===== config.mk =====
export PLATFORM = sky130hd
export DESIGN_NAME = fpmul_ctrl_flat
export DESIGN_NICKNAME = d
export VERILOG_FILES = /design/src/rtl/fpmul_pkg.sv /design/src/rtl/fpmul_ctrl_if.sv /design/src/rtl/fpmul_lat_counter.sv /design/src/rtl/fpmul_ctrl.sv /design/src/flat_wrapper.sv
export SDC_FILE = /design/constraint.sdc
export NUM_CORES = 1
export LEC_CHECK = 0
export ABC_AREA = 1
export ABC_CLOCK_PERIOD_IN_PS = 4820
export BUFFER_PORTS_ARGS = -buffer_cell sky130_fd_sc_hd__buf_2
export CAP_MARGIN = 20
export CELL_PAD_IN_SITES_DETAIL_PLACEMENT = 0
export CELL_PAD_IN_SITES_GLOBAL_PLACEMENT = 1
export CORE_UTILIZATION = 32
export CTS_BUF_LIST = sky130_fd_sc_hd__clkbuf_8
export DETAILED_ROUTE_END_ITERATION = 10
export PLACE_DENSITY = 0.78
export SETUP_SLACK_MARGIN = 0.1
export SLEW_MARGIN = 25
export SYNTH_ARGS = -nofsm -noshare
export SYNTH_HDL_FRONTEND = slang
export SYNTH_SLANG_ARGS = --single-unit

===== constraint.sdc =====
create_clock -name clk -period 4.82 [get_ports clk]
set_input_delay 0.482 -clock clk [delete_from_list [all_inputs] [get_ports clk]]
set_output_delay 0.482 -clock clk [all_outputs]
set_load 0.01 [all_outputs]

===== src/rtl/fpmul_pkg.sv =====
// Shared constants and state encoding for the FP multiplier sequencer.
package fpmul_pkg;

    localparam logic [1:0] ADDR_A    = 2'd0;
    localparam logic [1:0] ADDR_B    = 2'd1;
    localparam logic [1:0] ADDR_CTRL = 2'd2;
    localparam logic [1:0] ADDR_RES  = 2'd3;

    localparam int BIT_DONE = 0;
    localparam int BIT_GO   = 0;
    localparam int BIT_BUSY = 1;
    localparam int BIT_ERR  = 2;
    localparam int BIT_IE   = 3;

    localparam int MUL_LAT_MAX = 15;

    typedef enum logic [1:0] {
        ST_IDLE    = 2'd0,
        ST_ISSUE   = 2'd1,
        ST_WAIT    = 2'd2,
        ST_CAPTURE = 2'd3
    } state_t;

endpackage


===== src/rtl/fpmul_ctrl_if.sv =====
// Register-slot bus between the processor data-memory port and the sequencer.
interface fpmul_ctrl_if #(
    parameter int WIDTH = 32
);
    // Single-cycle bus: a write is taken on every rising edge with we=1, no stall;
    // rd is combinational from address and valid in the same cycle.
    logic             we;
    logic [1:0]       address;
    logic [WIDTH-1:0] wd;
    logic [WIDTH-1:0] rd;

    modport master (output we, address, wd, input rd);
    modport slave  (input we, address, wd, output rd);
endinterface


===== src/rtl/fpmul_lat_counter.sv =====
// Loadable down-counter with zero flag, used to time the multiplier pipeline.
module fpmul_lat_counter
    import fpmul_pkg::*;
#(
    parameter int W = 3
) (
    input  logic         clk,
    input  logic         rst,
    input  logic         i_load,
    input  logic [W-1:0] i_load_val,
    input  logic         i_dec,
    output logic         o_zero
);

    logic [W-1:0] r_count;

    always_ff @(posedge clk or posedge rst) begin
        if (rst) begin
            r_count <= '0;
        end else if (i_load) begin
            r_count <= i_load_val;
        end else if (i_dec && (r_count != '0)) begin
            r_count <= r_count - 1'b1;
        end
    end

    assign o_zero = (r_count == '0);

endmodule


===== src/rtl/fpmul_ctrl.sv =====
// Memory-mapped sequencer for the pipelined FP multiplier.
// Optional interrupt output and CTRL.ie bit are built when FPMUL_IRQ_EN is defined.
module fpmul_ctrl
    import fpmul_pkg::*;
#(
    parameter int WIDTH   = 32,
    parameter int MUL_LAT = 4
) (
    input  logic             clk,
    input  logic             rst,
    fpmul_ctrl_if.slave      bus,
    output logic [WIDTH-1:0] mul_a,
    output logic [WIDTH-1:0] mul_b,
    output logic             mul_start,
    input  logic [WIDTH-1:0] mul_y,
    output logic             busy,
`ifdef FPMUL_IRQ_EN
    output logic             irq,
`endif
    output state_t           o_dbg_state
);

    localparam int CW = $clog2(MUL_LAT + 1);

    state_t           r_state;
    state_t           w_state_next;
    logic [WIDTH-1:0] r_a;
    logic [WIDTH-1:0] r_b;
    logic [WIDTH-1:0] r_result;
    logic             r_done;
    logic             r_err;
    logic             r_ie;
    logic             w_ctrl_wr;
    logic             w_go_req;
    logic             w_go_accept;
    logic             w_go_reject;
    logic             w_clr_err;
    logic             w_load;
    logic             w_dec;
    logic             w_zero;
    logic [WIDTH-1:0] w_status;

    assign w_ctrl_wr = bus.we && (bus.address == ADDR_CTRL);
    assign w_go_req  = w_ctrl_wr && bus.wd[BIT_GO];
    assign w_clr_err = w_ctrl_wr && bus.wd[BIT_ERR];
    // CAPTURE is the last busy cycle, so a GO landing on the capture edge chains directly.
    assign w_go_accept = w_go_req && ((r_state == ST_IDLE) || (r_state == ST_CAPTURE));
    assign w_go_reject = w_go_req && !w_go_accept;

    fpmul_lat_counter #(.W(CW)) u_lat (
        .clk        (clk),
        .rst        (rst),
        .i_load     (w_load),
        .i_load_val (CW'(MUL_LAT - 1)),
        .i_dec      (w_dec),
        .o_zero     (w_zero)
    );

    always_ff @(posedge clk or posedge rst) begin
        if (rst) begin
            r_state <= ST_IDLE;
        end else begin
            r_state <= w_state_next;
        end
    end

    always_comb begin
        w_state_next = r_state;
        w_load       = 1'b0;
        w_dec        = 1'b0;
        mul_start    = 1'b0;
        case (r_state)
            ST_IDLE: begin
                if (w_go_accept) w_state_next = ST_ISSUE;
            end
            ST_ISSUE: begin
                mul_start    = 1'b1;
                w_load       = 1'b1;
                w_state_next = ST_WAIT;
            end
            ST_WAIT: begin
                if (w_zero) w_state_next = ST_CAPTURE;
                else        w_dec        = 1'b1;
            end
            ST_CAPTURE: begin
                w_state_next = w_go_accept ? ST_ISSUE : ST_IDLE;
            end
            default: w_state_next = ST_IDLE;
        endcase
    end

    always_ff @(posedge clk or posedge rst) begin
        if (rst) begin
            r_a      <= '0;
            r_b      <= '0;
            r_result <= '0;
            r_done   <= 1'b0;
            r_err    <= 1'b0;
        end else begin
            if (bus.we && (r_state == ST_IDLE) && (bus.address == ADDR_A)) r_a <= bus.wd;
            if (bus.we && (r_state == ST_IDLE) && (bus.address == ADDR_B)) r_b <= bus.wd;
            if (r_state == ST_CAPTURE) r_result <= mul_y;
            // A chained GO on the capture edge leaves done low: the new run owns it.
            if (w_go_accept)                r_done <= 1'b0;
            else if (r_state == ST_CAPTURE) r_done <= 1'b1;
            if (w_go_reject)    r_err <= 1'b1;
            else if (w_clr_err) r_err <= 1'b0;
        end
    end

`ifdef FPMUL_IRQ_EN
    logic r_irq;
    always_ff @(posedge clk or posedge rst) begin
        if (rst) begin
            r_ie  <= 1'b0;
            r_irq <= 1'b0;
        end else begin
            if (w_ctrl_wr) r_ie <= bus.wd[BIT_IE];
            r_irq <= r_done && r_ie;
        end
    end
    assign irq = r_irq;
`else
    assign r_ie = 1'b0;
`endif

    assign busy        = (r_state == ST_WAIT) || (r_state == ST_CAPTURE);
    assign mul_a       = r_a;
    assign mul_b       = r_b;
    assign o_dbg_state = r_state;

    always_comb begin
        w_status           = '0;
        w_status[BIT_DONE] = r_done;
        w_status[BIT_BUSY] = busy;
        w_status[BIT_ERR]  = r_err;
        w_status[BIT_IE]   = r_ie;
    end

    always_comb begin
        case (bus.address)
            ADDR_A:    bus.rd = r_a;
            ADDR_B:    bus.rd = r_b;
            ADDR_CTRL: bus.rd = w_status;
            default:   bus.rd = r_result;
        endcase
    end

endmodule

===== src/flat_wrapper.sv =====
// flat-port wrapper written by rule: the top's interface ports become plain ports
module fpmul_ctrl_flat import fpmul_pkg::*;
#(
    parameter int WIDTH   = 32,
    parameter int MUL_LAT = 4
)
  (clk, rst, mul_a, mul_b, mul_start, mul_y, busy, o_dbg_state, bus_we, bus_address, bus_wd, bus_rd);
  fpmul_ctrl_if #(.WIDTH(WIDTH)) bus_i ();
  input  logic clk;
  input  logic rst;
  output logic [WIDTH-1:0] mul_a;
  output logic [WIDTH-1:0] mul_b;
  output logic mul_start;
  input  logic [WIDTH-1:0] mul_y;
  output logic busy;
  output state_t o_dbg_state;
  input wire logic [$bits(bus_i.we)-1:0] bus_we;
  input wire logic [$bits(bus_i.address)-1:0] bus_address;
  input wire logic [$bits(bus_i.wd)-1:0] bus_wd;
  output wire logic [$bits(bus_i.rd)-1:0] bus_rd;
  assign bus_i.we = bus_we;
  assign bus_i.address = bus_address;
  assign bus_i.wd = bus_wd;
  assign bus_rd = bus_i.rd;
  fpmul_ctrl #(.WIDTH(WIDTH), .MUL_LAT(MUL_LAT)) u_core (.clk(clk), .rst(rst), .bus(bus_i), .mul_a(mul_a), .mul_b(mul_b), .mul_start(mul_start), .mul_y(mul_y), .busy(busy), .o_dbg_state(o_dbg_state));
endmodule

==> summary.md <==
At the end of routability-driven placement, the weighted congestion stood at 0.756. For the wire length of the first global-routing pass, the log shows 20800 um. Clock-pin slew was measured on the worst setup and hold paths at 100 ps.

The post-route setup TNS is 0 ps. The critical path starts at u_core.o_dbg_state[0]$_DFFE_PP0P_. The cell that appears most often on the critical path is sky130_fd_sc_hd__nand2_1.

The Yosys step of the flow raised 0 warnings. The die is 124 um wide. The count of vias placed by the detailed router is 4152, and the worst-case register-to-register setup slack is 2780 ps. For this design, the sink count on the clock tree is 103.

The final count of pins violating max slew is 0, and the worst-case headroom to the max-slew limit is 36.5%. At the pin with the least slew margin, the transition time is 950 ps. The detailed router finished its first iteration with 225 violations. After routing the design area is 5900 sq um. TritonCTS built the clock tree. The flow ran to the end, and the final reports show no timing, DRC or antenna violations. The number of cells produced by synthesis is 568. For the initial cell density of the core, the log shows 32.8%. The final period utilization was 57.9%; the maximum fanout count along the critical path was 42. Summed over all layers, the global routing overflow is 0. Setup violations remaining at the end of the flow were counted as 0. Input and output buffers added on the ports amount to 168. The area of placed instances was 5710 sq um. In this run, post-CTS repair resized a total of 0 instances. The logs give 3660 uW for the final total power and 0 for the initial antenna violation count. Entering global routing, the biggest net connects 67 pins. The count of distinct cell types in the synthesized netlist came out at 25. From synthesis to final layout, the design area changed by 23.1%. Summing the sequential cell areas from Yosys gives 53.8% of the chip area. The logs give 169 for the number of top-level pins and 0.358 GHz for the achievable clock frequency. The signal on the critical path passes through ha_2, clkinv_1, nand2_1, nand2_1, nand4_1, buf_2. In this run, synthesis produced a sequential element count of 103. The slowest stage of the critical path is the sky130_fd_sc_hd__ha_2 cell.

The post-CTS setup buffer count was 0. For the via count of the first global-routing pass, the log shows 4069. Max-capacitance violation count: 0.

Summed over all layers, the routed wires come to 12600 um. The die covers 15500 sq um. Largest delay contributor family on the critical path: adder cells.

Clock tree synthesis selected as its root buffer the cell sky130_fd_sc_hd__clkbuf_8. Between clock sinks in the finished design, the worst skew comes to 12.2 ps. The kind of capture point of the worst setup path is a primary output. The run gives 798 as the final-stage net count. The routed wire length per instance is 13.9 um. The largest single stage delay on the critical path is 800 ps. The later pin in the worst-skew pair is clocked with a latency of 380 ps. After filler insertion, the fill cell instance count of the layout stands at 1557.

The analysis attributes to cell leakage a power of 0.00330 uW. Setup repair after global routing left no endpoint under its margin. Hold is met by 260 ps. The longest clock path from root to sink contains 2 buffers.

For the synthesized cell area, the log shows 4790 sq um. The core footprint is 14600 sq um, and the share of cells above drive strength 1 is 31.4%. At the worst endpoint, the required time is 4340 ps.

The tools report the final antenna diode count as 0. Measured along the y axis, the die boundary spans 124 um. The wire-length estimate of the detail-placed layout is 8510 um. Category of the most critical setup path: flip-flop to primary output. The number of nets produced by synthesis is 644, and the final count of hold timing violations is 0. The tools report the TritonCTS buffer count as 9. STA classifies the critical path startpoint as a flip-flop. The worst IR drop on VDD was 0.335 mV.

The all-layer global routing usage was 16.8%. The number of H-tree branching levels is 3, and the residual antenna-violating net count after detailed routing is 0. The number of vias per cell after detailed routing was 4.56; the combined buffer and inverter count along the critical path was 2. The classification of the worst-slack hold path was input port to asynchronous set/reset pin. The startpoint identified for the worst register-to-register timing path is u_core.o_dbg_state[0]$_DFFE_PP0P_.

After floorplanning, the core was divided into 44 placement rows. Dividing total power by cell area gives a power density of 620 nW/um^2. In this run the mean area of a mapped cell was 8.44 sq um. The first TritonRoute pass finished after 4 iterations. The logs give 0 for the total of hold buffers inserted after clock tree synthesis and 0 for the remaining design rule violation count. The worst path in the final design needs a cycle of 2790 ps, including I/O delays and setup. Data arrives at the worst endpoint at 2310 ps.
==> metal layers <==
metal  part of all wire [%]  routed length, um  up-vias  GRT usage (%)
met5                      0                  0        -              0
met4                    1.4                173        0           6.17
met3                    4.7                597       12           3.35
met2                     46               5840      113           26.4
met1                     48               6010     1945           22.9
li1                       -                  -     2082              -
==> flip-flops by register name, indices dropped and copies added (netlist names) <==
name,count
u_core.mul_a,32
u_core.mul_b,32
u_core.r_result,32
u_core.u_lat.r_count,3
u_core.o_dbg_state,2
u_core.r_done,1
u_core.r_err,1
==> where the power goes <==
group	total [uW]	internal [uW]	switching, uW
Clock	551	248	302
Combinational	1510	623	883
Sequential	1600	1300	306
==> worst register-to-register path, stage by stage (launching register included) <==
cell and delay, ps:
sky130_fd_sc_hd__dfrtp_1 460, sky130_fd_sc_hd__ha_2 800, sky130_fd_sc_hd__clkinv_1 230, sky130_fd_sc_hd__buf_4 290, sky130_fd_sc_hd__nand2_1 100, sky130_fd_sc_hd__nand2_1 50
==> kinds of logic (layout without fill, tap and decap cells) <==
group | count (synthesis) | count (layout) | share of synthesized area, %
AOI/OAI and AO/OA | 88 | 88 | 12.2
adders and majority gates | 7 | 7 | 1.83
buffers and inverters | 82 | 241 | 7.96
DFF | 103 | 103 | 53.8
and+or+nand+nor | 288 | 288 | 24.2
==> cell usage after synthesis <==
| cell | n | share of area, % |
|---|---|---|
| sky130_fd_sc_hd__a21oi_1 | 4 | 0.42 |
| sky130_fd_sc_hd__a21oi_2 | 1 | 0.18 |
| sky130_fd_sc_hd__buf_2 | 11 | 1.1 |
| sky130_fd_sc_hd__buf_6 | 8 | 1.9 |
| sky130_fd_sc_hd__clkbuf_1 | 8 | 0.63 |
| sky130_fd_sc_hd__clkinv_1 | 1 | 0.078 |
| sky130_fd_sc_hd__dfrtp_1 | 103 | 54 |
| sky130_fd_sc_hd__ha_1 | 7 | 1.8 |
| sky130_fd_sc_hd__inv_1 | 51 | 4.0 |
| sky130_fd_sc_hd__inv_2 | 3 | 0.23 |
| sky130_fd_sc_hd__nand2_1 | 252 | 20 |
| sky130_fd_sc_hd__nand2_2 | 2 | 0.26 |
| sky130_fd_sc_hd__nand2_4 | 2 | 0.47 |
| sky130_fd_sc_hd__nand3_1 | 25 | 2.6 |
| sky130_fd_sc_hd__nand4_1 | 3 | 0.39 |
| sky130_fd_sc_hd__nand4_2 | 1 | 0.26 |
| sky130_fd_sc_hd__nor2_1 | 1 | 0.078 |
| sky130_fd_sc_hd__nor2_2 | 1 | 0.13 |
| sky130_fd_sc_hd__nor2_4 | 1 | 0.23 |
| sky130_fd_sc_hd__o211ai_1 | 7 | 1.1 |
| sky130_fd_sc_hd__o21a_1 | 1 | 0.16 |
| sky130_fd_sc_hd__o21ai_0 | 10 | 1.0 |
| sky130_fd_sc_hd__o21ai_1 | 32 | 3.3 |
| sky130_fd_sc_hd__o21ai_2 | 32 | 5.8 |
| sky130_fd_sc_hd__o21bai_1 | 1 | 0.16 |
==> cells in the final DEF (no fill, tap or decap), types with 2 or more instances in the layout <==
cell	count
sky130_fd_sc_hd__nand2_2	2
sky130_fd_sc_hd__buf_2	168
sky130_fd_sc_hd__ha_1	6
sky130_fd_sc_hd__inv_1	53
sky130_fd_sc_hd__nand2_1	252
sky130_fd_sc_hd__nand4_1	3
sky130_fd_sc_hd__a21oi_1	4
sky130_fd_sc_hd__o21ai_1	32
sky130_fd_sc_hd__inv_2	3
sky130_fd_sc_hd__dfrtp_1	103
sky130_fd_sc_hd__nand2_4	2
sky130_fd_sc_hd__nand3_1	25
sky130_fd_sc_hd__o21ai_0	10
sky130_fd_sc_hd__clkbuf_8	10
sky130_fd_sc_hd__buf_4	2
sky130_fd_sc_hd__o21ai_2	32
sky130_fd_sc_hd__o211ai_1	7
==> worst paths after layout <==
kind | end | depth (start not counted)
worst max-delay path | bus_rd[1] | 6
worst min-delay path | u_core.r_result[4]$_DFFE_PP0P_ | 2
worst max register to register | u_core.r_result[21]$_DFFE_PP0P_ | 5
worst min register to register | u_core.r_result[24]$_DFFE_PP0P_ | 2
max in group asynchronous | u_core.r_result[5]$_DFFE_PP0P_ | 3
min in group clk | u_core.r_result[7]$_DFFE_PP0P_ | 3
==> area by class of cell <==
type | count | area, sq um | share of cell area (%)
clock buffers | 10 | 138 | 2.33
clock inverters | 6 | 53.8 | 0.912
inverters | 55 | 209 | 3.54
multi-input cells | 383 | 1840 | 31.1
flip-flops and latches | 103 | 2580 | 43.7
well taps | 184 | 230 | 3.90
repair buffers | 170 | 856 | 14.5
==> per-stage QoR <==
| step | utilization, % | instances | setup WS, ps |
|---|---|---|---|
| after CTS | 40.4 | 911 | 1980 |
| after detailed placement | 39.1 | 895 | 2390 |
| after global placement | 39.1 | 895 | 2450 |
| after floorplan | - | 568 | 1630 |
| final | 40.4 | 911 | 2030 |
| after global routing | 40.4 | 911 | 1840 |
Note: power is estimated with default switching activity, not from simulation.
